--- src/rtl/pipeline_registers.sv ---
// ----------------------------------------------------------------------------
// pipeline_registers
//
// Inter-stage register bank for the 5-stage RISC-V core. Holds the IF/ID,
// ID/EX, EX/MEM and MEM/WB state between pipeline stages. Every output is a
// plain flop of its corresponding input; no combinational input-to-output
// path exists.
//
// Hazard control (per clk edge, highest priority first):
//   reset low  -> every register cleared, all valids 0
//   flush high -> IF/ID and ID/EX cleared; EX/MEM and MEM/WB load
//   stall high -> IF/ID and ID/EX hold;    EX/MEM and MEM/WB load
//   otherwise  -> all four stages load
//
// Build option:
//   PIPE_STALL_BUBBLE_EN  when defined, EX/MEM loads an all-zero bubble while
//                         stall=1 and flush=0, so the frozen ID/EX instruction
//                         is not issued twice. MEM/WB is unaffected.
//   CONTROL_SIGNALS_WIDTH default for CTRL_WIDTH (16 when undefined).
//
// Ports:
//   clk, reset (sync, active-low), stall, flush
//   if_*        IF/ID inputs             id_*          IF/ID outputs
//   id_*_in     ID/EX inputs             ex_*          ID/EX outputs
//   ex_*_in     EX/MEM inputs            mem_*         EX/MEM outputs
//   mem_*_in    MEM/WB inputs            wb_*          MEM/WB outputs
// ----------------------------------------------------------------------------

`ifndef CONTROL_SIGNALS_WIDTH
`define CONTROL_SIGNALS_WIDTH 16
`endif

module pipeline_registers #(
    parameter int unsigned CTRL_WIDTH = `CONTROL_SIGNALS_WIDTH
) (
    input  logic                  clk,
    input  logic                  reset,
    input  logic                  stall,
    input  logic                  flush,

    // IF/ID
    input  logic [31:0]           if_pc,
    input  logic [31:0]           if_instruction,
    input  logic                  if_valid,
    output logic [31:0]           id_pc,
    output logic [31:0]           id_instruction,
    output logic                  id_valid,

    // ID/EX
    input  logic [31:0]           id_pc_in,
    input  logic [31:0]           id_instruction_in,
    input  logic [31:0]           id_rs1_data_in,
    input  logic [31:0]           id_rs2_data_in,
    input  logic [31:0]           id_immediate_in,
    input  logic [4:0]            id_rd_addr_in,
    input  logic [4:0]            id_rs1_addr_in,
    input  logic [4:0]            id_rs2_addr_in,
    input  logic [CTRL_WIDTH-1:0] id_control_signals_in,
    input  logic                  id_valid_in,
    output logic [31:0]           ex_pc,
    output logic [31:0]           ex_instruction,
    output logic [31:0]           ex_rs1_data,
    output logic [31:0]           ex_rs2_data,
    output logic [31:0]           ex_immediate,
    output logic [4:0]            ex_rd_addr,
    output logic [4:0]            ex_rs1_addr,
    output logic [4:0]            ex_rs2_addr,
    output logic [CTRL_WIDTH-1:0] ex_control_signals,
    output logic                  ex_valid,

    // EX/MEM
    input  logic [31:0]           ex_pc_in,
    input  logic [31:0]           ex_alu_result_in,
    input  logic [31:0]           ex_rs2_data_in,
    input  logic [4:0]            ex_rd_addr_in,
    input  logic [CTRL_WIDTH-1:0] ex_control_signals_in,
    input  logic                  ex_valid_in,
    output logic [31:0]           mem_pc,
    output logic [31:0]           mem_alu_result,
    output logic [31:0]           mem_rs2_data,
    output logic [4:0]            mem_rd_addr,
    output logic [CTRL_WIDTH-1:0] mem_control_signals,
    output logic                  mem_valid,

    // MEM/WB
    input  logic [31:0]           mem_pc_in,
    input  logic [31:0]           mem_alu_result_in,
    input  logic [31:0]           mem_mem_data_in,
    input  logic [4:0]            mem_rd_addr_in,
    input  logic [CTRL_WIDTH-1:0] mem_control_signals_in,
    input  logic                  mem_valid_in,
    output logic [31:0]           wb_pc,
    output logic [31:0]           wb_alu_result,
    output logic [31:0]           wb_mem_data,
    output logic [4:0]            wb_rd_addr,
    output logic [CTRL_WIDTH-1:0] wb_control_signals,
    output logic                  wb_valid
);

    // ------------------------------------------------------------------------
    // Stage record types
    // ------------------------------------------------------------------------
    typedef struct packed {
        logic [31:0] pc;
        logic [31:0] instr;
        logic        valid;
    } ifid_t;

    typedef struct packed {
        logic [31:0]           pc;
        logic [31:0]           instr;
        logic [31:0]           rs1_data;
        logic [31:0]           rs2_data;
        logic [31:0]           imm;
        logic [4:0]            rd_addr;
        logic [4:0]            rs1_addr;
        logic [4:0]            rs2_addr;
        logic [CTRL_WIDTH-1:0] ctrl;
        logic                  valid;
    } idex_t;

    typedef struct packed {
        logic [31:0]           pc;
        logic [31:0]           alu_result;
        logic [31:0]           rs2_data;
        logic [4:0]            rd_addr;
        logic [CTRL_WIDTH-1:0] ctrl;
        logic                  valid;
    } exmem_t;

    typedef struct packed {
        logic [31:0]           pc;
        logic [31:0]           alu_result;
        logic [31:0]           mem_data;
        logic [4:0]            rd_addr;
        logic [CTRL_WIDTH-1:0] ctrl;
        logic                  valid;
    } memwb_t;

    ifid_t  ifid_in,  ifid_d,  ifid_q;
    idex_t  idex_in,  idex_d,  idex_q;
    exmem_t exmem_in, exmem_d, exmem_q;
    memwb_t memwb_in, memwb_d, memwb_q;

    // ------------------------------------------------------------------------
    // Gather incoming stage records
    // ------------------------------------------------------------------------
    always_comb begin
        ifid_in.pc    = if_pc;
        ifid_in.instr = if_instruction;
        ifid_in.valid = if_valid;
    end

    always_comb begin
        idex_in.pc       = id_pc_in;
        idex_in.instr    = id_instruction_in;
        idex_in.rs1_data = id_rs1_data_in;
        idex_in.rs2_data = id_rs2_data_in;
        idex_in.imm      = id_immediate_in;
        idex_in.rd_addr  = id_rd_addr_in;
        idex_in.rs1_addr = id_rs1_addr_in;
        idex_in.rs2_addr = id_rs2_addr_in;
        idex_in.ctrl     = id_control_signals_in;
        idex_in.valid    = id_valid_in;
    end

    always_comb begin
        exmem_in.pc         = ex_pc_in;
        exmem_in.alu_result = ex_alu_result_in;
        exmem_in.rs2_data   = ex_rs2_data_in;
        exmem_in.rd_addr    = ex_rd_addr_in;
        exmem_in.ctrl       = ex_control_signals_in;
        exmem_in.valid      = ex_valid_in;
    end

    always_comb begin
        memwb_in.pc         = mem_pc_in;
        memwb_in.alu_result = mem_alu_result_in;
        memwb_in.mem_data   = mem_mem_data_in;
        memwb_in.rd_addr    = mem_rd_addr_in;
        memwb_in.ctrl       = mem_control_signals_in;
        memwb_in.valid      = mem_valid_in;
    end

    // ------------------------------------------------------------------------
    // Next-state selection. Reset is applied in the register process, so this
    // only resolves flush > stall > normal load.
    // ------------------------------------------------------------------------
    always_comb begin
        ifid_d  = ifid_q;
        idex_d  = idex_q;
        exmem_d = exmem_in;
        memwb_d = memwb_in;

        if (flush) begin
            ifid_d = '0;
            idex_d = '0;
        end else if (stall) begin
`ifdef PIPE_STALL_BUBBLE_EN
            // Front half is frozen; inject a bubble so the held ID/EX
            // instruction does not reach MEM a second time.
            exmem_d = '0;
`else
            exmem_d = exmem_in;
`endif
        end else begin
            ifid_d = ifid_in;
            idex_d = idex_in;
        end
    end

    // ------------------------------------------------------------------------
    // Stage registers, synchronous active-low reset
    // ------------------------------------------------------------------------
    always_ff @(posedge clk) begin
        if (!reset) begin
            ifid_q  <= '0;
            idex_q  <= '0;
            exmem_q <= '0;
            memwb_q <= '0;
        end else begin
            ifid_q  <= ifid_d;
            idex_q  <= idex_d;
            exmem_q <= exmem_d;
            memwb_q <= memwb_d;
        end
    end

    // ------------------------------------------------------------------------
    // Outputs
    // ------------------------------------------------------------------------
    assign id_pc              = ifid_q.pc;
    assign id_instruction     = ifid_q.instr;
    assign id_valid           = ifid_q.valid;

    assign ex_pc              = idex_q.pc;
    assign ex_instruction     = idex_q.instr;
    assign ex_rs1_data        = idex_q.rs1_data;
    assign ex_rs2_data        = idex_q.rs2_data;
    assign ex_immediate       = idex_q.imm;
    assign ex_rd_addr         = idex_q.rd_addr;
    assign ex_rs1_addr        = idex_q.rs1_addr;
    assign ex_rs2_addr        = idex_q.rs2_addr;
    assign ex_control_signals = idex_q.ctrl;
    assign ex_valid           = idex_q.valid;

    assign mem_pc              = exmem_q.pc;
    assign mem_alu_result      = exmem_q.alu_result;
    assign mem_rs2_data        = exmem_q.rs2_data;
    assign mem_rd_addr         = exmem_q.rd_addr;
    assign mem_control_signals = exmem_q.ctrl;
    assign mem_valid           = exmem_q.valid;

    assign wb_pc              = memwb_q.pc;
    assign wb_alu_result      = memwb_q.alu_result;
    assign wb_mem_data        = memwb_q.mem_data;
    assign wb_rd_addr         = memwb_q.rd_addr;
    assign wb_control_signals = memwb_q.ctrl;
    assign wb_valid           = memwb_q.valid;

endmodule

--- config.mk ---
export PLATFORM = sky130hd
export DESIGN_NAME = pipeline_registers
export DESIGN_NICKNAME = d
export VERILOG_FILES = /design/src/rtl/pipeline_registers.sv
export SDC_FILE = /design/constraint.sdc
export NUM_CORES = 1
export LEC_CHECK = 0
export CAP_MARGIN = 30
export CORE_AREA = 2 2 386 388
export CTS_CLUSTER_SIZE = 8
export DETAILED_ROUTE_END_ITERATION = 8
export DIE_AREA = 0 0 388 390
export GPL_TIMING_DRIVEN = 0
export PLACE_DENSITY = 0.38
export SETUP_SLACK_MARGIN = 0.4
export SLEW_MARGIN = 20
export SYNTH_ARGS = -nofsm -noshare
export SYNTH_HDL_FRONTEND = slang
export SYNTH_SLANG_ARGS = --single-unit
--- constraint.sdc ---
create_clock -name clk -period 3 [get_ports clk]
set_input_delay 0.6 -clock clk [delete_from_list [all_inputs] [get_ports clk]]
set_output_delay 0.6 -clock clk [all_outputs]
set_load 0.1 [all_outputs]
==> impl_results.html, run 1 <==
<table>
<tr><th>Metric</th><th>Value</th></tr>
<tr><th colspan="2">Placed design</th></tr>
<tr><td>Count of placed standard cells including taps</td><td>roughly 4300</td></tr>
<tr><td>Post-DP HPWL</td><td>approximately 70 mm</td></tr>
<tr><td>Count of input and output buffers</td><td>between 900 and 1000</td></tr>
<tr><td>Final RePlAce weighted congestion</td><td>0.7936</td></tr>
<tr><th colspan="2">Global route</th></tr>
<tr><td>Largest net degree at the start of global routing</td><td>13</td></tr>
<tr><td>Remaining global-route overflow</td><td>0</td></tr>
<tr><td>First-pass GRT wire length</td><td>between 100 and 150 mm</td></tr>
<tr><td>Total routing resource utilization after global routing</td><td>between 10% and 20%</td></tr>
<tr><td>Antenna violations before repair</td><td>21</td></tr>
<tr><td>Number of global-route vias before repair</td><td>approximately 15000</td></tr>
<tr><th colspan="2">Critical path</th></tr>
<tr><td>Critical path's largest stage delay</td><td>860 ps</td></tr>
<tr><td>Category of cells accounting for the largest share of critical-path delay</td><td>buffers and inverters</td></tr>
<tr><td>Arrival time worst endpoint</td><td>roughly 1900 ps</td></tr>
<tr><td>Number of buffers and inverters on the critical path</td><td>1</td></tr>
<tr><td>Required @ worst endpoint</td><td>roughly 2400 ps</td></tr>
<tr><td>Worst-path maximum fanout</td><td>2</td></tr>
<tr><td>Crit path max-delay cell type</td><td>clkdlybuf4s15_1</td></tr>
<tr><td>Cell-by-cell listing of the critical path</td><td>clkdlybuf4s15_1</td></tr>
<tr><td>Endpoint class of the critical path</td><td>primary output</td></tr>
<tr><td>Element type at the critical path start</td><td>register</td></tr>
<tr><td>Class of the most critical setup path</td><td>reg2out</td></tr>
<tr><th colspan="2">Timing</th></tr>
<tr><td>Period Utilization, post-route</td><td>between 80% and 90%</td></tr>
<tr><td>RSZ-0062 raised after global routing</td><td>false</td></tr>
<tr><td>Max-slew headroom</td><td>a little under a third</td></tr>
<tr><td>Min Clock Period, post-route</td><td>roughly 2500 ps</td></tr>
<tr><td>Fmax</td><td>397.4 MHz</td></tr>
<tr><td>Max-slew violation count</td><td>0</td></tr>
<tr><td>Final hold viol count</td><td>0</td></tr>
<tr><td>Slew at the pin with the worst max-slew slack</td><td>roughly 1000 ps</td></tr>
<tr><td>Setup violation total in the final timing report</td><td>0</td></tr>
<tr><td>Clock tree skew after final layout</td><td>0 ps</td></tr>
<tr><td>Hold slack</td><td>~480 ps</td></tr>
<tr><td>Final setup TNS</td><td>0 ps</td></tr>
<tr><th colspan="2">Clocking</th></tr>
<tr><td>TritonCTS clock tree</td><td>done</td></tr>
<tr><td>Max Root-Sink Buffers</td><td>3</td></tr>
<tr><td>Total number of clock tree sinks</td><td>about 490</td></tr>
<tr><td>CTS Hold Bufs</td><td>0</td></tr>
<tr><td>Library cell used as clock root buffer</td><td>clkbuf_16</td></tr>
<tr><td>Number of CTS-inserted buffers</td><td>74</td></tr>
<tr><td>Clock latency at the later pin of the worst-skew pair</td><td>roughly 640 ps</td></tr>
<tr><td>Reg clk slew, reported paths</td><td>~50 ps</td></tr>
<tr><td>Total setup buffers inserted after CTS</td><td>0</td></tr>
<tr><td>Number of levels in the clock H-tree</td><td>3</td></tr>
<tr><th colspan="2">Route</th></tr>
<tr><td>DRT Pass-1 Iters</td><td>4</td></tr>
<tr><td>Residual DRC count</td><td>0</td></tr>
<tr><td>Wire length per cell</td><td>between 15 and 20 um</td></tr>
<tr><td>Sum of routed wire length over all layers</td><td>around 85 mm</td></tr>
<tr><td>Total via count after detailed routing</td><td>between 10000 and 15000</td></tr>
<tr><td>Number of DRC markers after the initial detailed-route iteration</td><td>about 320</td></tr>
<tr><td>Remaining antenna violation count after routing</td><td>0</td></tr>
<tr><td>Avg Vias per Cell</td><td>just over 3</td></tr>
<tr><th colspan="2">Synth</th></tr>
<tr><td>Largest area contributor in the netlist</td><td>dfxtp_1</td></tr>
<tr><td>Synth cell count leaders</td><td>493 x dfxtp_1, 257 x mux2i_1, 257 x nor2_1, 236 x and2_1, 27 x buf_2</td></tr>
<tr><td>Number of flops mapped to enable cells by yosys</td><td>0</td></tr>
<tr><td>Cell Area, Synth</td><td>between 15000 and 20000 um^2</td></tr>
<tr><td>Most used DFF post-synth</td><td>dfxtp_1</td></tr>
<tr><td>Yosys warning count</td><td>0</td></tr>
<tr><td>Number of instances in the synthesized netlist</td><td>around 1300</td></tr>
<tr><td>Proportion of register bits with asynchronous set or reset after synthesis</td><td>0%</td></tr>
<tr><td>Top-area cell type share of the netlist area</td><td>a little under two thirds</td></tr>
<tr><td>Count of distinct cell types in the synthesized netlist</td><td>11</td></tr>
<tr><td>Synthesized netlist net count</td><td>between 1500 and 2000</td></tr>
<tr><td>Most instantiated library cell after synthesis</td><td>dfxtp_1</td></tr>
<tr><td>Flip-flop and latch count after synthesis</td><td>roughly 500</td></tr>
<tr><td>Post-synthesis area per instance</td><td>around 12 um^2</td></tr>
<tr><td>Portion of the post-synthesis area used by sequential elements</td><td>63.38%</td></tr>
<tr><td>Cell types occupying the most area after synthesis</td><td>dfxtp_1 63%, mux2i_1 17%, and2_1 9.5%, nor2_1 6.2%, buf_8 2.3%</td></tr>
<tr><th colspan="2">Pwr</th></tr>
<tr><td>P_sw</td><td>approximately 6200 uW</td></tr>
<tr><td>Combinational power share</td><td>22.4%</td></tr>
<tr><td>Worst voltage drop across the vdd grid</td><td>about 0.00043 V</td></tr>
<tr><td>Fraction of power spent switching nets</td><td>between 30% and 40%</td></tr>
<tr><td>Part of the power in the clock network</td><td>41.2%</td></tr>
<tr><td>Static power due to leakage</td><td>between 0.01 and 0.015 uW</td></tr>
<tr><td>Sequential cell fraction of total power</td><td>between 30% and 40%</td></tr>
<tr><td>Power density over the cells</td><td>slightly below 600 nW/um^2</td></tr>
<tr><td>Internal power contribution</td><td>12880 uW</td></tr>
<tr><th colspan="2">Layout</th></tr>
<tr><td>Number of cells in the finished layout apart from fillers</td><td>4451</td></tr>
<tr><td>Signed area change from the synthesized netlist to the final layout</td><td>107.3%</td></tr>
<tr><td>Layout net count</td><td>about 3000</td></tr>
<tr><td>Fraction of layout cells with a size suffix above 1</td><td>a little under an eighth</td></tr>
<tr><th colspan="2">Die</th></tr>
<tr><td>Standard-cell row count</td><td>about 140</td></tr>
<tr><td>Initial cell density of the core</td><td>about a tenth</td></tr>
<tr><td>Die Y-Extent</td><td>390 um</td></tr>
<tr><td>Overall die area</td><td>roughly 150000 um^2</td></tr>
<tr><td>Core Footprint</td><td>147100 um^2</td></tr>
<tr><td>Floorplan die width</td><td>between 300 and 400 um</td></tr>
<tr><td>Num ports</td><td>slightly below 1000</td></tr>
<tr><th colspan="2">Job</th></tr>
<tr><td>Max Cap Violations</td><td>0</td></tr>
<tr><th colspan="2">Worst hold path</th></tr>
<tr><td>Class of the most critical hold timing path</td><td>reg2reg</td></tr>
<tr><th colspan="2">Status</th></tr>
<tr><td>Status</td><td>completed</td></tr>
</table>
## cell families after synthesis
| group | synth area share, % |
|---|---|
| and+or+nand+nor | 15.72 |
| DFF | 63.38 |
| muxes | 16.52 |
| buffers and inverters | 4.387 |
## worst paths after layout
check             cells after the start  slack, ps                      endpoint                         start
setup / recovery                      1        480               ex_rs1_data[16]  ex_rs1_data[16]$_SDFFE_PP0N_
hold / removal                        2        480  ex_rs2_data[21]$_SDFFE_PP0N_  ex_rs2_data[21]$_SDFFE_PP0N_
setup reg to reg                      2       2330        ex_pc[21]$_SDFFE_PP0N_        ex_pc[21]$_SDFFE_PP0N_
hold reg to reg                       2        480  ex_rs2_data[21]$_SDFFE_PP0N_  ex_rs2_data[21]$_SDFFE_PP0N_
## through the flow
stage | worst slack, ps | power [uW] | instance area (um^2) | utilization, %
floorplan | 1476 | 9654 | 15570 | -
global placement | 219.6 | 11210 | 27880 | 18.95
detailed placement | 229.0 | 11570 | 30560 | 20.77
CTS | 227.5 | 19580 | 32250 | 21.92
global route | 402.0 | 19920 | 32270 | 21.93
finish | 483.9 | 19100 | 32280 | 21.94
## state kept, by name (all words and copies together) (netlist names), 5 cells and up
register and cells:
ex_rd_addr 5, id_pc 32, mem_rd_addr 5, ex_immediate 32, mem_control_signals 16, wb_rd_addr 5, ex_pc 32, ex_instruction 32
ex_rs2_addr 5, mem_rs2_data 32, mem_pc 32, ex_rs1_data 32, ex_rs2_data 32, wb_alu_result 32, ex_rs1_addr 5, wb_mem_data 32
ex_control_signals 16, id_instruction 32, wb_control_signals 16, wb_pc 32, mem_alu_result 32
## routing by layer
metal	vias up	share of wire [%]	global-route usage [%]	routed length [um]
li1	6579	-	-	-
met1	6153	37	11.62	31760
met2	556	51	19.31	43040
met3	119	9.4	4.579	7960
met4	14	2.3	3.580	1938
met5	-	0.11	0	93
## timing repair
action                     4_1_cts  5_1_grt
hold endpoints to repair         0        0
setup endpoints to repair      369        2
resized for setup              403        3
## power groups by stage
stage | logic, uW | registers (uW) | clock network, uW
floorplan | 542 | 9110 | 0
global placement | 4120 | 7090 | 0
detailed placement | 4480 | 7090 | 0
CTS | 4350 | 6950 | 8280
global route | 4450 | 6980 | 8500
finish | 4280 | 6950 | 7870
## cell type report
class / count / area, um^2
fillers: 16010 / 114900
well taps: 1930 / 2415
clock buffers: 83 / 1927
plain buffers: 84 / 683.2
diodes: 9 / 22.52
repair buffers: 1091 / 12160
clock inverters: 10 / 186.4
multi-input cells: 751 / 5020
flip-flops and latches: 493 / 9869
## layout by cell type (no fill, tap or decap), drive strengths merged
| cell type | synthesis | layout |
|---|---|---|
| clkdlybuf4s50 | 0 | 596 |
| dfxtp | 493 | 493 |
| dlygate4sd2 | 0 | 344 |
| mux2i | 257 | 257 |
| nor2 | 257 | 257 |
| and2 | 236 | 236 |
| buf | 58 | 184 |
| clkbuf | 26 | 110 |
| clkdlybuf4s15 | 0 | 24 |
| diode | 0 | 9 |
| clkinv | 0 | 7 |
| inv | 0 | 2 |
| nand2b | 1 | 1 |
| clkinvlp | 0 | 1 |
No activity file was read; power rests on OpenSTA's default activity.
==> run 2: changes to the inputs <==
--- a/config.mk
+++ b/config.mk
@@ -6,12 +6,12 @@
 export NUM_CORES = 1
 export LEC_CHECK = 0
 export CAP_MARGIN = 30
-export CORE_AREA = 2 2 386 388
+export CORE_AREA = 2 2 384 386
 export CTS_CLUSTER_SIZE = 8
 export DETAILED_ROUTE_END_ITERATION = 8
-export DIE_AREA = 0 0 388 390
+export DIE_AREA = 0 0 386 388
 export GPL_TIMING_DRIVEN = 0
-export PLACE_DENSITY = 0.38
+export PLACE_DENSITY = 0.4
 export SETUP_SLACK_MARGIN = 0.4
 export SLEW_MARGIN = 20
 export SYNTH_ARGS = -nofsm -noshare
==> constraint.sdc (replaced) <==
create_clock -name clk -period 2.1 [get_ports clk]
set_input_delay 0.42 -clock clk [delete_from_list [all_inputs] [get_ports clk]]
set_output_delay 0.42 -clock clk [all_outputs]
set_load 0.1 [all_outputs]
==> run 2 against run 1 <==
Via count decreased by 1.3%. Design area increased by 11%. Sequential share of layout area decreased by 1.1 points. Combinational power increased by 56%. Die area decreased by 1.0%. Global-route usage increased by 0.39 points.
==> impl_results.html, run 2 (synthesized netlist as in run 1, its figures left out) <==
<table>
<tr><th>Metric</th><th>Value</th></tr>
<tr><th colspan="2">Route</th></tr>
<tr><td>Avg Vias per Cell</td><td>3.059 (+1.4%)</td></tr>
<tr><td>Remaining antenna violation count after routing</td><td>0 (unchanged)</td></tr>
<tr><td>Wire length per cell</td><td>20.21 um (+6.1%)</td></tr>
<tr><td>WL met1</td><td>31.35 mm (-1.3%)</td></tr>
<tr><td>DRT Pass-1 Iters</td><td>4 (unchanged)</td></tr>
<tr><td>Total via count after detailed routing</td><td>13250 (-1.3%)</td></tr>
<tr><td>Sum of routed wire length over all layers</td><td>87.56 mm (+3.3%)</td></tr>
<tr><td>WL met2</td><td>45.01 mm (+4.6%)</td></tr>
<tr><td>Met3 Wirelength</td><td>8.559 mm (+7.5%)</td></tr>
<tr><td>Residual DRC count</td><td>0 (unchanged)</td></tr>
<tr><td>Number of DRC markers after the initial detailed-route iteration</td><td>315 (unchanged)</td></tr>
<tr><td>Top routing layer in use</td><td>met5</td></tr>
<tr><th colspan="2">Clocking</th></tr>
<tr><td>Reg clk slew, reported paths</td><td>60 ps (about the same)</td></tr>
<tr><td>Number of CTS-inserted buffers</td><td>74 (unchanged)</td></tr>
<tr><td>Number of levels in the clock H-tree</td><td>3 (unchanged)</td></tr>
<tr><td>Clock latency at the later pin of the worst-skew pair</td><td>660 ps (+20 ps)</td></tr>
<tr><td>Total number of clock tree sinks</td><td>493 (unchanged)</td></tr>
<tr><td>Library cell used as clock root buffer</td><td>clkbuf_16</td></tr>
<tr><td>Max Root-Sink Buffers</td><td>3 (unchanged)</td></tr>
<tr><td>TritonCTS clock tree</td><td>done</td></tr>
<tr><th colspan="2">Timing</th></tr>
<tr><td>Period Utilization, post-route</td><td>81.10%</td></tr>
<tr><td>Slew at the pin with the worst max-slew slack</td><td>654.9 ps (-392.3 ps)</td></tr>
<tr><td>Clock tree skew after final layout</td><td>0 ps (unchanged)</td></tr>
<tr><td>Max-slew headroom</td><td>56.34% (+26 points)</td></tr>
<tr><td>Max-slew violation count</td><td>0 (unchanged)</td></tr>
<tr><td>Setup violation total in the final timing report</td><td>0 (unchanged)</td></tr>
<tr><td>Min Clock Period, post-route</td><td>~1700 ps</td></tr>
<tr><td>Fmax</td><td>between 500 and 600 MHz</td></tr>
<tr><td>Final hold viol count</td><td>0 (unchanged)</td></tr>
<tr><td>RSZ-0062 raised after global routing</td><td>true</td></tr>
<tr><th colspan="2">Pwr</th></tr>
<tr><td>Worst voltage drop across the vdd grid</td><td>0.0005460 V (+28%)</td></tr>
<tr><td>Post-route total power</td><td>28310 uW (+48%)</td></tr>
<tr><td>Static power due to leakage</td><td>0.01445 uW (+1.9%)</td></tr>
<tr><td>Power density over the cells</td><td>788.6 nW/um^2 (+33%)</td></tr>
<tr><th colspan="2">Status</th></tr>
<tr><td>Status</td><td>completed</td></tr>
<tr><th colspan="2">Placed design</th></tr>
<tr><td>Count of input and output buffers</td><td>988 (unchanged)</td></tr>
<tr><td>Post-DP HPWL</td><td>71.40 mm (+2.3%)</td></tr>
<tr><td>Final RePlAce weighted congestion</td><td>0.8089 (+1.9%)</td></tr>
<tr><th colspan="2">Critical path</th></tr>
<tr><td>Worst-path maximum fanout</td><td>2 (unchanged)</td></tr>
<tr><td>Critical path's largest stage delay</td><td>410 ps (-450 ps)</td></tr>
<tr><td>Arrival time worst endpoint</td><td>1280 ps (-640 ps)</td></tr>
<tr><td>Cell-by-cell listing of the critical path</td><td>buf_16</td></tr>
<tr><td>Element type at the critical path start</td><td>register</td></tr>
<tr><td>Required @ worst endpoint</td><td>1680 ps (-720 ps)</td></tr>
<tr><td>Number of buffers and inverters on the critical path</td><td>1 (unchanged)</td></tr>
<tr><td>Category of cells accounting for the largest share of critical-path delay</td><td>flip-flops</td></tr>
<tr><td>Endpoint class of the critical path</td><td>primary output</td></tr>
<tr><td>Crit path max-delay cell type</td><td>dfxtp_4</td></tr>
<tr><td>Class of the most critical setup path</td><td>reg2out</td></tr>
<tr><th colspan="2">Die</th></tr>
<tr><td>Die Y-Extent</td><td>388 um (-0.51%)</td></tr>
<tr><td>Initial cell density of the core</td><td>10.72% (+0.14 points)</td></tr>
<tr><td>Floorplan die width</td><td>386 um (-0.52%)</td></tr>
<tr><td>Num ports</td><td>990 (unchanged)</td></tr>
<tr><td>Core Footprint</td><td>145200 um^2 (-1.3%)</td></tr>
<tr><td>Standard-cell row count</td><td>140 (-0.71%)</td></tr>
<tr><td>Overall die area</td><td>149800 um^2 (-1.0%)</td></tr>
<tr><th colspan="2">Layout</th></tr>
<tr><td>Layout net count</td><td>2892 (-3.3%)</td></tr>
<tr><td>Commonest non-fill, non-tap cell in the layout</td><td>clkdlybuf4s50_1</td></tr>
<tr><td>Fraction of layout cells with a size suffix above 1</td><td>42.99% (+31 points)</td></tr>
<tr><td>Final core occ</td><td>24.72% (+2.8 points)</td></tr>
<tr><td>Most frequent cells in the layout</td><td>495 x clkdlybuf4s50_1, 343 x buf_12, 297 x dfxtp_2</td></tr>
<tr><td>Signed area change from the synthesized netlist to the final layout</td><td>130.5%</td></tr>
<tr><td>Fill cells</td><td>15220 (-5.0%)</td></tr>
<tr><th colspan="2">Global route</th></tr>
<tr><td>First-pass GRT wire length</td><td>116.4 mm (+0.87%)</td></tr>
<tr><td>Antenna violations before repair</td><td>20 (-4.8%)</td></tr>
<tr><td>Largest net degree at the start of global routing</td><td>13 (unchanged)</td></tr>
<tr><td>Total routing resource utilization after global routing</td><td>11.29% (+0.39 points)</td></tr>
<tr><td>Remaining global-route overflow</td><td>0 (unchanged)</td></tr>
<tr><td>Number of global-route vias before repair</td><td>13970 (-4.0%)</td></tr>
<tr><th colspan="2">Job</th></tr>
<tr><td>Max Cap Violations</td><td>0 (unchanged)</td></tr>
<tr><th colspan="2">Worst hold path</th></tr>
<tr><td>Class of the most critical hold timing path</td><td>in2reg</td></tr>
</table>
run 2: cell type report:
| type | instances | area, um^2 | area share [%] |
|---|---|---|---|
| antenna | 4 | 10.01 | 0.02788 |
| buffer | 84 | 690.7 | 1.924 |
| clock buffer | 83 | 1946 | 5.419 |
| clock inverter | 10 | 201.4 | 0.5611 |
| multi-input combinational | 751 | 5020 | 13.98 |
| sequential | 493 | 10560 | 29.42 |
| tap | 1917 | 2399 | 6.681 |
| timing repair buffer | 991 | 15070 | 41.98 |
run 2: what timing repair did:
action	CTS	global route
hold buffers	0	0
endpoints found under the hold margin	0	0
gates resized for setup	1392	2801
endpoints found under the setup margin	590	599
setup buffers	0	3
run 2: worst reg2reg max path, stage by stage (launching register included):
cell,delay [ps]
dfxtp_2,330
buf_4,130
mux2i_1,120
nor2_1,50
run 2: per-layer routing:
metal / GRT usage, % / vias to the layer above
met5: 0 / -
met1: 11.43 / 6175
met4: 4.216 / 20
li1: - / 6373
met3: 5.129 / 132
met2: 20.10 / 553
run 2: path summary, 6_finish.rpt:
check	slack [ps]	to	start	cells past startpoint
setup / recovery	400	id_valid	id_valid$_SDFFE_PP0N_	1
hold / removal	320	wb_mem_data[1]$_SDFF_PN0_	mem_mem_data_in[1]	2
setup reg to reg	1350	id_pc[30]$_SDFFE_PP0N_	id_pc[30]$_SDFFE_PP0N_	3
hold reg to reg	510	ex_rs1_data[16]$_SDFFE_PP0N_	ex_rs1_data[16]$_SDFFE_PP0N_	2
run 2: stage by stage:
stage	cells	TNS (ps)	cell area [um^2]	setup WS, ps	hold slack, ps
after floorplan	1328	0	15570	755.8	547.3
after global placement	4233	-74750	27860	-542.0	473.3
after detailed placement	4325	-76300	30230	-552.6	482.0
after CTS	4326	0	31750	27.69	220.2
after global routing	4329	0	35890	300.1	258.8
final	4333	0	35900	397.0	315.5
run 2: where the power goes:
part           internal, uW  switching (uW)  total, uW
Clock                  6690            4740      11400
Sequential             9770             413      10200
Combinational          2770            3920       6690
Total                 19200            9080      28300
==> run 3: changes to the inputs <==
--- a/config.mk
+++ b/config.mk
@@ -6,12 +6,12 @@
 export NUM_CORES = 1
 export LEC_CHECK = 0
 export CAP_MARGIN = 30
-export CORE_AREA = 2 2 384 386
+export CORE_AREA = 2 2 390 392
 export CTS_CLUSTER_SIZE = 8
 export DETAILED_ROUTE_END_ITERATION = 8
-export DIE_AREA = 0 0 386 388
+export DIE_AREA = 0 0 392 394
 export GPL_TIMING_DRIVEN = 0
-export PLACE_DENSITY = 0.4
+export PLACE_DENSITY = 0.38
 export SETUP_SLACK_MARGIN = 0.4
 export SLEW_MARGIN = 20
 export SYNTH_ARGS = -nofsm -noshare
==> constraint.sdc (replaced) <==
create_clock -name clk -period 1.8 [get_ports clk]
set_input_delay 0.36 -clock clk [delete_from_list [all_inputs] [get_ports clk]]
set_output_delay 0.36 -clock clk [all_outputs]
set_load 0.1 [all_outputs]
==> run 3 against run 2 <==
Hold slack got worse by 58 ps. Setup slack worse by 260 ps. Routed wire length down 0.45%. Non-clock buffer count is the same. Total power increased by 16%. Clock skew did not move. Via count increased by 0.26%. Design area fell by 3.0%. First-iteration DRC count shrank 9.8%.
==> impl_results.html, run 3 (synthesized netlist as in run 1, its figures left out) <==
<table>
<tr><th>Metric</th><th>Value</th></tr>
<tr><th colspan="2">Status</th></tr>
<tr><td>Status</td><td>completed</td></tr>
<tr><th colspan="2">Route</th></tr>
<tr><td>DRT Pass-1 Iters</td><td>4 (unchanged)</td></tr>
<tr><td>Number of DRC markers after the initial detailed-route iteration</td><td>284 (-9.8%)</td></tr>
<tr><td>Wire length per cell</td><td>19.56 um (-3.2%)</td></tr>
<tr><td>Residual DRC count</td><td>0 (unchanged)</td></tr>
<tr><td>Total via count after detailed routing</td><td>13290 (+0.26%)</td></tr>
<tr><td>Remaining antenna violation count after routing</td><td>0 (unchanged)</td></tr>
<tr><td>Sum of routed wire length over all layers</td><td>87.17 mm (-0.45%)</td></tr>
<tr><td>Avg Vias per Cell</td><td>2.982 (-2.5%)</td></tr>
<tr><th colspan="2">Pwr</th></tr>
<tr><td>Power density over the cells</td><td>939.3 nW/um^2 (+19%)</td></tr>
<tr><td>Worst voltage drop across the vdd grid</td><td>0.0005956 V (+9.1%)</td></tr>
<tr><td>Static power due to leakage</td><td>0.01415 uW (-2.0%)</td></tr>
<tr><th colspan="2">Critical path</th></tr>
<tr><td>Worst-path maximum fanout</td><td>2 (unchanged)</td></tr>
<tr><td>Class of the most critical setup path</td><td>reg2out</td></tr>
<tr><td>Critical path's largest stage delay</td><td>360 ps (-50 ps)</td></tr>
<tr><td>Worst reg2reg endpoint</td><td>id_instruction[28]$_SDFFE_PP0N_</td></tr>
<tr><td>R2R setup slack</td><td>1060 ps (-290 ps)</td></tr>
<tr><td>Cell-by-cell listing of the critical path</td><td>buf_6 -&gt; buf_16</td></tr>
<tr><td>Number of buffers and inverters on the critical path</td><td>2 (+1)</td></tr>
<tr><td>Required @ worst endpoint</td><td>1440 ps (-240 ps)</td></tr>
<tr><td>Startpoint of the worst register-to-register path</td><td>id_instruction[28]$_SDFFE_PP0N_</td></tr>
<tr><td>Worst r2r path cells</td><td>3 (unchanged)</td></tr>
<tr><td>Category of cells accounting for the largest share of critical-path delay</td><td>flip-flops</td></tr>
<tr><td>Arrival time worst endpoint</td><td>1300 ps (+20 ps)</td></tr>
<tr><td>Endpoint class of the critical path</td><td>primary output</td></tr>
<tr><td>Element type at the critical path start</td><td>register</td></tr>
<tr><td>Crit path max-delay cell type</td><td>dfxtp_4</td></tr>
<tr><th colspan="2">Clocking</th></tr>
<tr><td>Reg clk slew, reported paths</td><td>50 ps (about the same)</td></tr>
<tr><td>Total number of clock tree sinks</td><td>493 (unchanged)</td></tr>
<tr><td>TritonCTS clock tree</td><td>done</td></tr>
<tr><td>Clock latency at the later pin of the worst-skew pair</td><td>640 ps (-20 ps)</td></tr>
<tr><td>Number of CTS-inserted buffers</td><td>75 (+1.4%)</td></tr>
<tr><td>CTS Hold Bufs</td><td>0 (unchanged)</td></tr>
<tr><td>Library cell used as clock root buffer</td><td>clkbuf_16</td></tr>
<tr><td>Number of levels in the clock H-tree</td><td>3 (unchanged)</td></tr>
<tr><td>Max Root-Sink Buffers</td><td>3 (unchanged)</td></tr>
<tr><th colspan="2">Layout</th></tr>
<tr><td>Area of all placed cells without fillers</td><td>34820 um^2 (-3.0%)</td></tr>
<tr><td>Number of cells in the finished layout apart from fillers</td><td>4456 (+2.8%)</td></tr>
<tr><td>Layout net count</td><td>2893 (+0.035%)</td></tr>
<tr><td>Signed area change from the synthesized netlist to the final layout</td><td>123.6%</td></tr>
<tr><td>Fraction of layout cells with a size suffix above 1</td><td>40.07% (-2.9 points)</td></tr>
<tr><td>Most frequent cells in the layout</td><td>495 x clkdlybuf4s50_1, 257 x mux2i_1, 257 x nor2_1</td></tr>
<tr><td>Final core occ</td><td>23.12% (-1.6 points)</td></tr>
<tr><td>Commonest non-fill, non-tap cell in the layout</td><td>clkdlybuf4s50_1</td></tr>
<tr><th colspan="2">Placed design</th></tr>
<tr><td>Placed cell area</td><td>31230 um^2 (+3.3%)</td></tr>
<tr><td>Count of placed standard cells including taps</td><td>4465 (+3.2%)</td></tr>
<tr><td>Post-DP HPWL</td><td>71.22 mm (-0.24%)</td></tr>
<tr><td>Count of input and output buffers</td><td>988 (unchanged)</td></tr>
<tr><td>Post-Place Worst Slack</td><td>-860.1 ps (-307.5 ps)</td></tr>
<tr><td>Final RePlAce weighted congestion</td><td>0.8167 (+0.96%)</td></tr>
<tr><th colspan="2">Global route</th></tr>
<tr><td>Largest net degree at the start of global routing</td><td>13 (unchanged)</td></tr>
<tr><td>Number of global-route vias before repair</td><td>14110 (+0.94%)</td></tr>
<tr><td>Total routing resource utilization after global routing</td><td>11.00% (-0.29 points)</td></tr>
<tr><td>Antenna violations before repair</td><td>39 (+95%)</td></tr>
<tr><td>Remaining global-route overflow</td><td>0 (unchanged)</td></tr>
<tr><td>First-pass GRT wire length</td><td>117.0 mm (+0.55%)</td></tr>
<tr><th colspan="2">Die</th></tr>
<tr><td>Initial cell density of the core</td><td>10.34% (-0.39 points)</td></tr>
<tr><td>Overall die area</td><td>154400 um^2 (+3.1%)</td></tr>
<tr><td>Floorplan die width</td><td>392 um (+1.6%)</td></tr>
<tr><td>Standard-cell row count</td><td>143 (+2.1%)</td></tr>
<tr><td>Core Footprint</td><td>150700 um^2 (+3.7%)</td></tr>
<tr><td>Num ports</td><td>990 (unchanged)</td></tr>
<tr><td>Die Y-Extent</td><td>394 um (+1.5%)</td></tr>
<tr><th colspan="2">Timing</th></tr>
<tr><td>Setup WS post-layout</td><td>137.1 ps (-259.9 ps)</td></tr>
<tr><td>Setup violation total in the final timing report</td><td>0 (unchanged)</td></tr>
<tr><td>Slew at the pin with the worst max-slew slack</td><td>592.0 ps (-62.92 ps)</td></tr>
<tr><td>Clock tree skew after final layout</td><td>0 ps (unchanged)</td></tr>
<tr><td>Max-slew violation count</td><td>0 (unchanged)</td></tr>
<tr><td>RSZ-0062 raised after global routing</td><td>true</td></tr>
<tr><td>Final hold viol count</td><td>0 (unchanged)</td></tr>
<tr><td>Period Utilization, post-route</td><td>between 90% and 100%</td></tr>
<tr><td>Max-slew headroom</td><td>60.53% (+4.2 points)</td></tr>
<tr><td>Min Clock Period, post-route</td><td>1663 ps</td></tr>
<tr><td>Fmax</td><td>601.4 MHz</td></tr>
<tr><th colspan="2">Worst hold path</th></tr>
<tr><td>Hold path endpoint</td><td>mem_alu_result[2]$_SDFF_PN0_</td></tr>
<tr><td>Depth of the worst hold-timing path</td><td>2 (unchanged)</td></tr>
<tr><td>Class of the most critical hold timing path</td><td>in2reg</td></tr>
<tr><td>Startpoint of the lowest-slack hold path</td><td>ex_alu_result_in[2]</td></tr>
<tr><th colspan="2">Job</th></tr>
<tr><td>Max Cap Violations</td><td>0 (unchanged)</td></tr>
</table>
run 3: changes by cell type in the layout (fill, tap and decap cells not counted), moves of 15 or more:
cell	previous run	this run
buf_12	343	227
buf_16	92	119
buf_4	8	156
buf_6	44	4
buf_8	40	25
dfxtp_1	110	182
dfxtp_2	297	225
run 3: area by class of cell:
cell class              instances  area, um^2
flip-flops and latches        493       10470
clock buffers                  84        1931
fillers                     16160      115800
clock inverters                13       220.2
multi-input cells             751        5020
diodes                         10       25.02
well taps                    2030        2540
repair buffers                991       13890
plain buffers                  84       728.2
run 3: routing by layer:
layer,wire length (um),up-vias,share of wire (%),global-route usage (%)
li1,-,6401,-,-
met1,30840,6152,35,11.08
met2,46010,542,53,20.13
met3,8171,149,9.4,4.654
met4,1868,44,2.1,3.647
met5,275,-,0.32,0
run 3: worst max path at each step:
stage / startpoint / end / cells after the start
6_report: ex_rs1_data[7]$_SDFFE_PP0N_ / ex_rs1_data[7] / 2
2_1_floorplan: ex_control_signals[0]$_SDFFE_PP0N_ / ex_control_signals[0] / 0
3_3_place_gp: reset / ex_control_signals[9]$_SDFFE_PP0N_ / 5
5_1_grt: ex_rs1_data[7]$_SDFFE_PP0N_ / ex_rs1_data[7] / 2
4_1_cts: ex_rs1_data[7]$_SDFFE_PP0N_ / ex_rs1_data[7] / 2
3_5_place_dp: reset / ex_rs1_data[9]$_SDFFE_PP0N_ / 6
run 3: per-stage QoR:
stage	TNS [ps]	total power [uW]	hold WS, ps
2_1_floorplan	0	16090	487.3
3_3_place_gp	-242710	18700	475.4
3_5_place_dp	-217890	19420	482.9
4_1_cts	0	33020	163.7
5_1_grt	0	34070	205.6
6_report	0	32710	257.6
run 3: what timing repair did:
item / CTS / global route
setup endpoints to repair: 763 / 805
gates cloned: 0 / 0
buffers inserted: 1 / 1
resized for setup: 2438 / 864
run 3: power breakdown:
group | internal (uW) | leakage (uW) | switching (uW)
Sequential | 11400 | 0.00421 | 436
Clock | 7760 | 0.00104 | 5580
Combinational | 2980 | 0.00890 | 4570
==> variant 1 (settings of run 2) <==
The option `PIPE_STALL_BUBBLE_EN` is turned on by a define.
--- a/src/rtl/pipeline_registers.sv
+++ b/src/rtl/pipeline_registers.sv
@@ -27,2 +27,4 @@
 // ----------------------------------------------------------------------------
+
+`define PIPE_STALL_BUBBLE_EN
 
Check against the original RTL: not equivalent (Yosys sat finds a counterexample within 4 cycles, from zero or initial values and one cycle with reset low).
==> variant 1 against run 2 <==
- wire length rose by 11%
- hold slack got worse by 50 ps
- first-iteration DRC count rose by 44%
- setup slack improved by 30 ps
- sequential cell count did not move
- total power rose by 2.7%
- final area rose by 3.5%
- synthesized area rose by 6.4%
- combinational power rose by 5.2%
- global-route usage rose by 1.2 points
==> variant 1: results (changes against run 2) <==
metric,value,unit,change
GRT met1 Usage,0.1345,,was 0.1143
clock network contribution to total cell area,0.05970,,was 0.05980
Hold Path Class,in2reg,,unchanged
Mean Syn Cell Area,11.25,um^2,was 11.73 um^2
reg2reg path depth,2,,was 3
total nets after synthesis,1969,,was 1825
vias in the first global route,15300,,was 13970
buffering overhead,0.4302,,was 0.4390
via/cell ratio,3.247,,was 3.059
nets,3034,,was 2892
worst slew pin tran,828.2,ps,was 654.9 ps
WL met2,50860,um,was 45010 um
GRT Total Usage,0.1253,,was 0.1129
Worst R2R Setup Slack,1400,ps,was 1350 ps
Clock Latency Late Sink,640,ps,was 660 ps
final hold slack,265.8,ps,was 315.5 ps
mux contribution to synthesized area,0.1553,,was 0.1652
DR iter-0 viols,454,,was 315
multi-input logic portion of the cell area,0.1490,,was 0.1398
Compound-Gate Fraction of Synth Area,0.07524,,was 0
CLK BUF,88,,was 83
met3 GRT Util,0.04802,,was 0.05129
min-delay src,ex_rd_addr_in[4],,was mem_mem_data_in[1]
layout cells sized above 1,0.4414,,was 0.4299
Syn-to-layout area delta,124.4,%,was 130.5%
"CTS clk-pin slew, worst paths",50,ps,
Synth cell types,14,,was 11
M2 GR Usage,0.2300,,was 0.2010
CP peak stage delay,390,ps,was 410 ps
antenna diode count,5,,was 4
M1 WL,35970,um,was 31350 um
worst hold path stage count,3,,was 2
inverters,120,,was 0
P_int,19.61,mW,was 19.23 mW
Crit path arrival time,1250,ps,was 1280 ps
# fillers,15160,,was 15220
first-pass GRT wire length,129500,um,was 116400 um
Buffers excl. clock,1096,,was 1075
Comb power,7.04,mW,was 6.69 mW
Inserted Clock Buffers,75,,was 74
DR WL met3,8115,um,was 8559 um
Placed Area,32070,um^2,was 30230 um^2
Commonest cells post-synth,"dfxtp_1 (493), mux2i_1 (257), nor2_1 (257), and2_1 (118), inv_1 (118)",,"was dfxtp_1 (493), mux2i_1 (257), nor2_1 (257), and2_1 (236), buf_2 (27)"
FFs & Latches,493,,unchanged
Worst Hold End,mem_rd_addr[4]$_SDFF_PN0_,,was wb_mem_data[1]$_SDFF_PN0_
main area contributors after synthesis,"dfxtp_1 (60%), mux2i_1 (16%), nor2_1 (5.8%)",,"was dfxtp_1 (63%), mux2i_1 (17%), and2_1 (9.5%)"
dpl hpwl,80540,um,was 71400 um
GPL Wtd Cong,0.8386,,was 0.8089
status,"finished, final reports clean",,unchanged
Top delay family on crit path,flip-flops,,unchanged
WL per Instance,21.76,um,was 20.21 um
initial antenna violation count,29,,was 20
sequential share of the synthesized area,0.5959,,was 0.6338
R2R Path Start,ex_immediate[17]$_SDFFE_PP0N_,,was id_pc[30]$_SDFFE_PP0N_
total leakage power,15.10,nW,was 14.45 nW
CP max stage cell,dfxtp_4,,unchanged
Max rail drop VDD,0.5850,mV,was 0.5460 mV
R2R Path End,ex_immediate[17]$_SDFFE_PP0N_,,was id_pc[30]$_SDFFE_PP0N_
sequential share of cell area,0.2841,,was 0.2942
switching share of power,0.3253,,was 0.3206
[variant 1: worst max path at each step]
stage                                       start                            endpoint  slack, ps  depth (start not counted)
6_report                   id_pc[27]$_SDFFE_PP0N_                           id_pc[27]        430                          1
5_1_grt             ex_immediate[21]$_SDFFE_PP0N_                    ex_immediate[21]        330                          1
4_1_cts            id_instruction[9]$_SDFFE_PP0N_                   id_instruction[9]         30                          1
3_5_place_dp                                reset  ex_control_signals[4]$_SDFFE_PP0N_       -270                          5
3_3_place_gp                                reset        ex_rs1_data[31]$_SDFFE_PP0N_       -780                          5
2_1_floorplan  ex_control_signals[0]$_SDFFE_PP0N_               ex_control_signals[0]        760                          0
[variant 1: logic make-up (layout without fill, tap and decap cells)]
kind of cell	after synthesis	count (layout)
AO/OA/AOI/OAI	118	118
buffers and inverters	228	1316
multiplexers	257	257
flip-flops	493	493
other	0	5
AND/OR/NAND/NOR	376	376
==> variant 2 (settings of run 2) <==
Without the edit above. Make the reset (`reset`) asynchronous in one clocked block. Comments in the files are not updated.
--- a/src/rtl/pipeline_registers.sv
+++ b/src/rtl/pipeline_registers.sv
@@ -214,3 +214,3 @@
     // ------------------------------------------------------------------------
-    always_ff @(posedge clk) begin
+    always_ff @(posedge clk or negedge reset) begin
         if (!reset) begin
Formal check against the unedited RTL: not equivalent (a bounded check fails within 4 cycles, from zero or initial values and one cycle with reset low; the reset may be asserted at any time).
==> variant 2 against run 2 <==
- clock skew did not move
- register-to-register slack got worse by 120 ps
- sequential share of layout area grew 8.0 points
- combinational power increased by 13%
- total power rose by 3.5%
- core utilization decreased by 2.0 points
- final area down 8.1%
- sequential cell count did not move
- wire length decreased by 2.4%
- setup slack worse by 180 ps
- largest cell class unchanged
- synthesized cell count decreased by 20%
- synthesized area is 5.5% higher
- highest routed layer unchanged
==> variant 2: results (changes against run 2) <==
metric,value,unit,change
CP peak stage delay,440,ps,was 410 ps
Gate Count Post-Synth,1065,,was 1328
Worst R2R Setup Slack,1230,ps,was 1350 ps
min-delay src,ex_alu_result_in[24],,was mem_mem_data_in[1]
nets,2652,,was 2892
via/cell ratio,3.051,,was 3.059
Buffers excl. clock,1073,,was 1075
R2R Path Start,ex_rd_addr[1]$_DFFE_PN0P_,,was id_pc[30]$_SDFFE_PP0N_
Top delay family on crit path,buffers and inverters,,was flip-flops
post-layout power,29.29,mW,was 28.31 mW
vias in the first global route,13940,,was 13970
DR WL met3,10320,um,was 8559 um
layout cells sized above 1,0.3124,,was 0.4299
GRT Total Usage,0.1109,,was 0.1129
multi-input logic portion of the cell area,0.1072,,was 0.1398
ys async rst share,1.000,,was 0
sequential share of the synthesized area,0.7507,,was 0.6338
Post-CTS Resized,1472,,was 1392
input/output buffers,987,,was 988
final non-filler cell total,4095,,was 4333
worst hold path stage count,1,,was 2
hold buffers post-CTS,3,,was 0
total nets after synthesis,1562,,was 1825
status,"finished, final reports clean",,unchanged
CLK BUF,80,,was 83
total leakage power,15.10,nW,was 14.45 nW
# fillers,15460,,was 15220
final hold slack,182.0,ps,was 315.5 ps
GPL Wtd Cong,0.7452,,was 0.8089
antenna diode count,8,,was 4
initial antenna violation count,26,,was 20
Crit path arrival time,1460,ps,was 1280 ps
Place WS,-265.8,ps,was -552.6 ps
M2 GR Usage,0.1894,,was 0.2010
final WL,85450,um,was 87560 um
first-pass GRT wire length,115400,um,was 116400 um
GRT met1 Usage,0.1146,,was 0.1143
Post-CTS Setup Inserts,1,,was 0
CP max stage cell,buf_2,,was dfxtp_4
dominant synthesized flop cell,dfrtp_1,,was dfxtp_1
buffering overhead,0.3809,,was 0.4390
Max rail drop VDD,0.4922,mV,was 0.5460 mV
Comb power,7.53,mW,was 6.69 mW
Seq pwr share,0.357,,was 0.360
footprint of the multi-input gates,3537,um^2,was 5020 um^2
-- variant 2: changes by cell type after synthesis, sizes merged --
cell / run 2 / this run
dfrtp: 0 / 493
dfxtp: 493 / 0
and2: 236 / 0
clkbuf: 26 / 4
buf: 58 / 54
nand2b: 1 / 0
-- variant 2: worst max-delay path by stage --
| stage | start | to | slack, ps | depth (start not counted) |
|---|---|---|---|---|
| CTS | ex_control_signals[4]$_DFFE_PN0P_ | ex_control_signals[4] | 20 | 1 |
| global placement | reset | ex_immediate[20]$_DFFE_PN0P_ | -25070 | 1 |
| finish | mem_rs2_data[17]$_DFF_PN0_ | mem_rs2_data[17] | 220 | 1 |
| floorplan | ex_control_signals[0]$_DFFE_PN0P_ | ex_control_signals[0] | 780 | 0 |
| global route | ex_rs2_addr[3]$_DFFE_PN0P_ | ex_rs2_addr[3] | 140 | 1 |
| detailed placement | flush | ex_immediate[10]$_DFFE_PN0P_ | -270 | 4 |
